## src/rtl/pipe_pkg.sv

```systemverilog
// Shared definitions for pipeline stage registers: control encodings,
// skid-buffer state encoding and the default bubble payload.
package pipe_pkg;

  typedef enum logic [1:0] {
    GO    = 2'b00,
    STALL = 2'b01,
    FLUSH = 2'b10,
    RSVD  = 2'b11
  } ctrl_e;

  typedef enum logic [1:0] {
    EMPTY = 2'b00,
    FULL  = 2'b01,
    SKID  = 2'b10
  } skid_state_e;

  localparam logic [31:0] NOP_DEFAULT = 32'h0000_0000;

endpackage

```

## src/rtl/pipe_skid_buf.sv

```systemverilog
// Two-entry skid buffer: head register plus one parked entry, so ready_o
// depends only on registered state and never on ready_i.
//
//   state | meaning
//   EMPTY | no entry held, occ 0
//   FULL  | head valid, occ 1
//   SKID  | head valid plus one parked entry, occ 2, upstream blocked
module pipe_skid_buf
  import pipe_pkg::*;
#(
  parameter int                DATA_W = 32,
  parameter logic [DATA_W-1:0] NOP_W  = '0
) (
  input  logic              clk,
  input  logic              rst,
  input  logic [1:0]        ctrl_i,
  input  logic              valid_i,
  input  logic [DATA_W-1:0] data_i,
  input  logic              ready_i,
  output logic              ready_o,
  output logic              valid_o,
  output logic [DATA_W-1:0] data_o,
  output logic [1:0]        occ_o
);

  skid_state_e       state_q;
  logic [DATA_W-1:0] head_q;
  logic [DATA_W-1:0] park_q;
  logic              valid_q;
  logic [1:0]        occ_q;
  logic              go;
  logic              flush;
  logic              accept;
  logic              rel;

  assign go      = (ctrl_i == GO);
  assign flush   = (ctrl_i == FLUSH);
  assign ready_o = go && (state_q != SKID);
  assign accept  = valid_i && ready_o;
  assign rel     = go && valid_q && ready_i;

  always_ff @(posedge clk or negedge rst) begin
    if (!rst) begin
      state_q <= EMPTY;
      head_q  <= NOP_W;
      park_q  <= NOP_W;
      valid_q <= 1'b0;
      occ_q   <= 2'd0;
    end else if (flush) begin
      state_q <= EMPTY;
      head_q  <= NOP_W;
      park_q  <= NOP_W;
      valid_q <= 1'b0;
      occ_q   <= 2'd0;
    end else begin
      case (state_q)
        EMPTY: begin
          if (accept) begin
            state_q <= FULL;
            head_q  <= data_i;
            valid_q <= 1'b1;
            occ_q   <= 2'd1;
          end
        end
        FULL: begin
          if (accept && rel) begin
            head_q <= data_i;
          end else if (accept) begin
            state_q <= SKID;
            park_q  <= data_i;
            occ_q   <= 2'd2;
          end else if (rel) begin
            state_q <= EMPTY;
            head_q  <= NOP_W;
            valid_q <= 1'b0;
            occ_q   <= 2'd0;
          end
        end
        SKID: begin
          // the parked entry is older than anything upstream, so it becomes head
          if (rel) begin
            state_q <= FULL;
            head_q  <= park_q;
            park_q  <= NOP_W;
            occ_q   <= 2'd1;
          end
        end
        default: begin
          state_q <= EMPTY;
          head_q  <= NOP_W;
          park_q  <= NOP_W;
          valid_q <= 1'b0;
          occ_q   <= 2'd0;
        end
      endcase
    end
  end

  assign valid_o = valid_q;
  assign data_o  = head_q;
  assign occ_o   = occ_q;

endmodule

```

## src/rtl/pipe_stage.sv

```systemverilog
// Pipeline stage register with GO/STALL/FLUSH control. Define
// PIPE_STAGE_SKID_EN for the two-entry skid variant; default is single-entry.
module pipe_stage
  import pipe_pkg::*;
#(
  parameter int          DATA_W  = 32,
  parameter logic [31:0] NOP_VAL = NOP_DEFAULT
) (
  input  logic              clk,
  input  logic              rst,
  input  logic [1:0]        ctrl_i,
  input  logic              valid_i,
  input  logic [DATA_W-1:0] data_i,
  output logic              ready_o,
  output logic              valid_o,
  output logic [DATA_W-1:0] data_o,
  input  logic              ready_i,
  output logic [1:0]        occ_o
);

  localparam logic [DATA_W-1:0] NOP_W = DATA_W'(NOP_VAL);

`ifdef PIPE_STAGE_SKID_EN

  pipe_skid_buf #(
    .DATA_W (DATA_W),
    .NOP_W  (NOP_W)
  ) u_skid (
    .clk     (clk),
    .rst     (rst),
    .ctrl_i  (ctrl_i),
    .valid_i (valid_i),
    .data_i  (data_i),
    .ready_i (ready_i),
    .ready_o (ready_o),
    .valid_o (valid_o),
    .data_o  (data_o),
    .occ_o   (occ_o)
  );

`else

  logic              valid_q;
  logic [DATA_W-1:0] data_q;
  logic              go;
  logic              accept;
  logic              rel;

  assign go      = (ctrl_i == GO);
  // ready_i passes straight through: a same-cycle release frees the slot
  assign ready_o = go && (!valid_q || ready_i);
  assign accept  = valid_i && ready_o;
  assign rel     = go && valid_q && ready_i;

  always_ff @(posedge clk or negedge rst) begin
    if (!rst) begin
      valid_q <= 1'b0;
      data_q  <= NOP_W;
    end else if (ctrl_i == FLUSH) begin
      valid_q <= 1'b0;
      data_q  <= NOP_W;
    end else if (accept) begin
      valid_q <= 1'b1;
      data_q  <= data_i;
    end else if (rel) begin
      valid_q <= 1'b0;
      data_q  <= NOP_W;
    end
  end

  assign valid_o = valid_q;
  assign data_o  = data_q;
  assign occ_o   = {1'b0, valid_q};

`endif

endmodule

```

## config.mk

```make
export PLATFORM = sky130hd
export DESIGN_NAME = pipe_stage
export DESIGN_NICKNAME = d
export VERILOG_FILES = /design/src/rtl/pipe_pkg.sv /design/src/rtl/pipe_skid_buf.sv /design/src/rtl/pipe_stage.sv
export SDC_FILE = /design/constraint.sdc
export NUM_CORES = 1
export LEC_CHECK = 0
export CORE_ASPECT_RATIO = 1.5
export CORE_MARGIN = 2
export CORE_UTILIZATION = 37
export DETAILED_ROUTE_END_ITERATION = 6
export GPL_ROUTABILITY_DRIVEN = 0
export GPL_TIMING_DRIVEN = 0
export PLACE_DENSITY = 0.84
export SYNTH_ARGS = -nofsm -noshare
export SYNTH_HDL_FRONTEND = slang
export SYNTH_SLANG_ARGS = --single-unit
```

## constraint.sdc

```tcl
create_clock -name clk -period 3.9 [get_ports clk]
set_input_delay 0.78 -clock clk [delete_from_list [all_inputs] [get_ports clk]]
set_output_delay 0.78 -clock clk [all_outputs]
set_load 0.005 [all_outputs]
```

After elaboration in Yosys (flattened, before gate mapping)
Index checks and enable logic that the tools add are counted.
{"block": "totals", "register_bits": 33, "inputBits": 38, "out_inout_bits": 36, "elab_cells": 17}
{"block": "classes", "n_eq_ne": 1, "n_mux": 6, "n_reduce_logical": 8}
{"cell": "two-way mux 32 bit", "count": 3}
{"cell": "logical AND 1 bit", "count": 4}
{"cell": "two-way mux 1 bit", "count": 3}
{"cell": "nonzero test 3 bit", "count": 1}
{"cell": "== test 2 bit (second input constant)", "count": 1}
{"cell": "logical NOT 2 bit", "count": 1}
{"cell": "logical NOT 1 bit", "count": 1}
{"cell": "logical OR 1 bit", "count": 1}

Depth between registers and ports, before layout
{"block": "depth", "depth_word": 6, "depth_mapped": 4, "mapped_depth_nobuf": 3}

Least setup slack after synthesis
Ideal clock, no wire load.
{"block": "synth_path", "path_type": "input to output", "start": "input port ctrl_i[1]", "end": "output port ready_o", "t_arrival_ns": 0.984, "slack_ns": 2.136, "stages": 1, "cell_sequence": "nor3_1"}
{"block": "synth_via", "elab_chain_len": 2}
{"element": "start: declaration", "line_no": "pipe_stage.sv:11", "source": "input logic [1:0] ctrl_i,"}
{"element": "logical NOT 2 bit", "line_no": "pipe_stage.sv:49", "source": "assign go = (ctrl_i == GO);"}
{"element": "logical AND 1 bit", "line_no": "pipe_stage.sv:51", "source": "assign ready_o = go && (!valid_q || ready_i);"}
{"element": "end: declaration", "line_no": "pipe_stage.sv:14", "source": "output logic ready_o,"}
No other way between the ends.

Final worst setup path
Same ends and word-level chain as after synthesis.

==> flow_summary.rst <==
.. list-table::
   :header-rows: 1

   * - Metric
     - Value
   * - Most numerous cell in the Yosys netlist
     - sky130_fd_sc_hd__dfrtp_1
   * - Number of enable-type register cells in the synthesized netlist
     - 0
   * - Number of hold-repair buffers added at the cts stage
     - 0
   * - Die area
     - 4060 sq um
   * - Worst setup margin
     - 1030 ps
   * - Required @ worst endpoint
     - 3120 ps
   * - Start point of the worst hold path
     - data_o[30]$_DFFE_PN0P_
   * - Wire length on met3
     - 152 microns
   * - Via count of the routed design
     - 1031
   * - Arr. time, crit path
     - 2090 ps
   * - Wire length of the first global-routing pass
     - 5350 microns
   * - Count of buffers added by post-CTS timing repair for setup
     - 0
   * - Cell type contributing the most total cell area after synthesis
     - sky130_fd_sc_hd__dfrtp_1
   * - Post-route ant nets
     - 0
   * - Die width
     - 52.7 microns
   * - Total track usage
     - 17.9%
   * - Pins over their slew limit
     - 0
   * - Met2 WL
     - 1900 microns
   * - Post-synthesis instance area
     - 1320 sq um
   * - Via count of the first global-routing pass
     - 1108
   * - Clock buffers created by TritonCTS
     - 5
   * - Final Setup Violations
     - 0
   * - Pre-Repair DR Iteration Count
     - 4
   * - Static Leak
     - 0.000965 uW
   * - Max frequency
     - 349 MHz
   * - Number of antenna violations at the first check in global routing
     - 0
   * - DP Worst Slack
     - 1010 ps
   * - Avg Vias per Cell
     - 5.03
   * - Root buffer cell
     - sky130_fd_sc_hd__clkbuf_8
   * - Crit Path Max Fanout
     - 4
   * - Startpoint of the most critical register-to-register path
     - valid_o$_DFFE_PN0P_
   * - PortBufs
     - 72
   * - Most used DFF post-synth
     - sky130_fd_sc_hd__dfrtp_1
   * - Setup TNS
     - 0 ps
   * - Synth top area cells
     - sky130_fd_sc_hd__dfrtp_1 (63%), sky130_fd_sc_hd__a22o_2 (20%), sky130_fd_sc_hd__buf_6 (5.1%)
   * - Worst Path Buf+Inv
     - 2
   * - Slowest library cell on the worst path
     - sky130_fd_sc_hd__clkdlybuf4s50_1
   * - Path type of the worst setup path
     - input port to primary output
   * - Routed WL
     - 3390 microns
   * - Startpoint kind of the worst setup timing path
     - input port
   * - CP peak stage delay
     - 550 ps
   * - Hold Crit Class
     - flop to flop
   * - Rows
     - 26
   * - Mapped Nets
     - 121
   * - IR drop worst, VDD
     - 0.000253 V
   * - Starting density of the core
     - 38.5%
   * - Number of inserted filler cells in the final layout
     - 281
   * - Setup repair after global routing missed its margin
     - no
   * - Relative slew margins
     - 51.9%
   * - Most used cell along the critical path
     - sky130_fd_sc_hd__clkdlybuf4s50_1
   * - Crit-path leading delay family
     - buffers and inverters
   * - Number of levels in the clock H-tree
     - 2
   * - Total number of clock tree sinks
     - 33
   * - M1 wire length
     - 1250 microns
   * - Largest net degree at the start of global routing
     - 34
   * - Pwr dens
     - 371 nW/um^2
   * - Utilization after layout
     - 63.4%
   * - Worst Max-Slew Pin Slew
     - 722 ps
   * - Number of remaining DRC errors
     - 0
   * - Nets
     - 200
   * - Warnings from Yosys
     - 0
   * - Asr flop ratio synth
     - 100%
   * - Die span in y
     - 77.1 microns
   * - Clock period minus final worst setup slack
     - 2870 ps
   * - DP Wirelength
     - 2620 microns
   * - Routed WL per cell
     - 16.6 microns
   * - Area of the core
     - 3420 sq um
   * - Post-cts gate resize count
     - 0
   * - Clock tree from TritonCTS
     - done
   * - Type of element capturing the critical path
     - primary output
   * - Number of distinct library cells after synthesis
     - 15
   * - Placed cell count
     - 197
   * - Number of diodes added for antenna fixing
     - 0
   * - Number of violations of the max-capacitance limit
     - 0
   * - Initial DRC count
     - 23
   * - Layout cells sized above 1
     - 28.2%
   * - Top Layer Used
     - met4
   * - Synthesized instance count
     - 83
   * - Share of the clock period used by the worst path
     - 73.6%
   * - Area grow syn2layout
     - 64.6%
   * - Status
     - finished, final reports clean
   * - Leading post-synthesis cells by instance count
     - sky130_fd_sc_hd__dfrtp_1 (33), sky130_fd_sc_hd__a22o_2 (26), sky130_fd_sc_hd__a22o_1 (6), sky130_fd_sc_hd__buf_6 (6), sky130_fd_sc_hd__buf_4 (2)
   * - GR Overflow Total
     - 0
   * - Footprint of the flip-flops and latches
     - 826 sq um
   * - Worst setup path start
     - ctrl_i[1]
   * - Register bit count reported by yosys
     - 33
   * - Worst skew pair latency
     - 280 ps
   * - Cell breakdown of the critical path
     - clkdlybuf4s50_1 -> nor3_1 -> clkdlybuf4s50_1
   * - Sequential-to-total area share from yosys stat
     - 62.7%
   * - Clock transition time at the flip-flop clock pins of the worst setup and hold paths
     - 60 ps
   * - Final number of hold-violating endpoints
     - 0
   * - Top-Level Pins
     - 74
   * - Clock skew
     - 1.84 ps
   * - Area share of the largest cell type after synthesis
     - 62.7%
   * - Maximum buffer depth of the clock tree
     - 2
   * - Avg Cell Area, Syn
     - 15.9 sq um
   * - Footprint of the multi-input gates
     - 404 sq um
   * - Layout Cells excl Fill
     - 205
-- layout make-up --
type | instances | share of cell area, %
clock buffers | 6 | 3.35
clock inverters | 2 | 0.462
plain buffers | 8 | 3.81
repair buffers | 72 | 33.0
inverters | 1 | 0.173
flip-flops and latches | 33 | 38.1
multi-input cells | 41 | 18.6
well taps | 42 | 2.42
-- cell families (layout without fill, tap and decap cells) --
group / after synthesis / in the layout / share of synthesized area (%)
other: 1 / 1 / 0.285
buffers and inverters: 9 / 89 / 6.56
muxes: 1 / 1 / 1.14
and+or+nand+nor: 4 / 4 / 3.52
AOI/OAI and AO/OA: 35 / 35 / 25.8
DFF: 33 / 33 / 62.7
-- per-stage QoR --
step / hold slack, ps / area, sq um / total power [uW]
floorplan: 484 / 1320 / 450
global placement: 488 / 2090 / 563
detailed placement: 490 / 2090 / 571
CTS: 509 / 2170 / 817
global route: 525 / 2170 / 848
finish: 506 / 2170 / 804
-- worst register-to-register path, delay by kind of cell (launching register included) --
kind | cells | cell delay, ps
flops | 1 | 430
compound gates | 1 | 140
buf+inv | 1 | 200
simple gates | 2 | 550
-- sequential cells by signal (all words and copies together), names as in the netlist --
register,flops
valid_o,1
data_o,32
-- per-layer routing --
| metal | vias up | track usage (%) |
|---|---|---|
| li1 | 470 | - |
| met1 | 512 | 18.9 |
| met2 | 39 | 31.3 |
| met3 | 10 | 4.67 |
| met4 | 0 | 9.23 |
| met5 | - | 0 |
-- final timing paths --
kind	to	slack [ps]	cells after the start
worst max-delay path	ready_o	1030	3
worst min-delay path	data_o[30]$_DFFE_PN0P_	510	1
worst max register to register	data_o[7]$_DFFE_PN0P_	2510	4
worst min register to register	data_o[30]$_DFFE_PN0P_	510	1
max in group asynchronous	data_o[6]$_DFFE_PN0P_	2880	1
min in group asynchronous	valid_o$_DFFE_PN0P_	550	1
-- layout by cell type, fill, tap and decap left out, drive strengths merged --
cell type      synthesis  routed
a21oi                  1       1
a22o                  32      32
buf                    8       9
clkbuf                 0       6
clkdlybuf4s50          0      71
clkinv                 0       2
conb                   1       1
dfrtp                 33      33
inv                    1       1
mux2                   1       1
nand2                  1       1
nor2b                  1       1
nor3                   1       1
nor4b                  1       1
o21ai                  2       2
-- power by group --
group / internal, uW / total [uW] / switching (uW)
clock network: 123 / 242 / 118
logic: 119 / 174 / 54.6
registers: 370 / 388 / 17.7
total: 613 / 804 / 191
(Power assumes the default switching activity.)
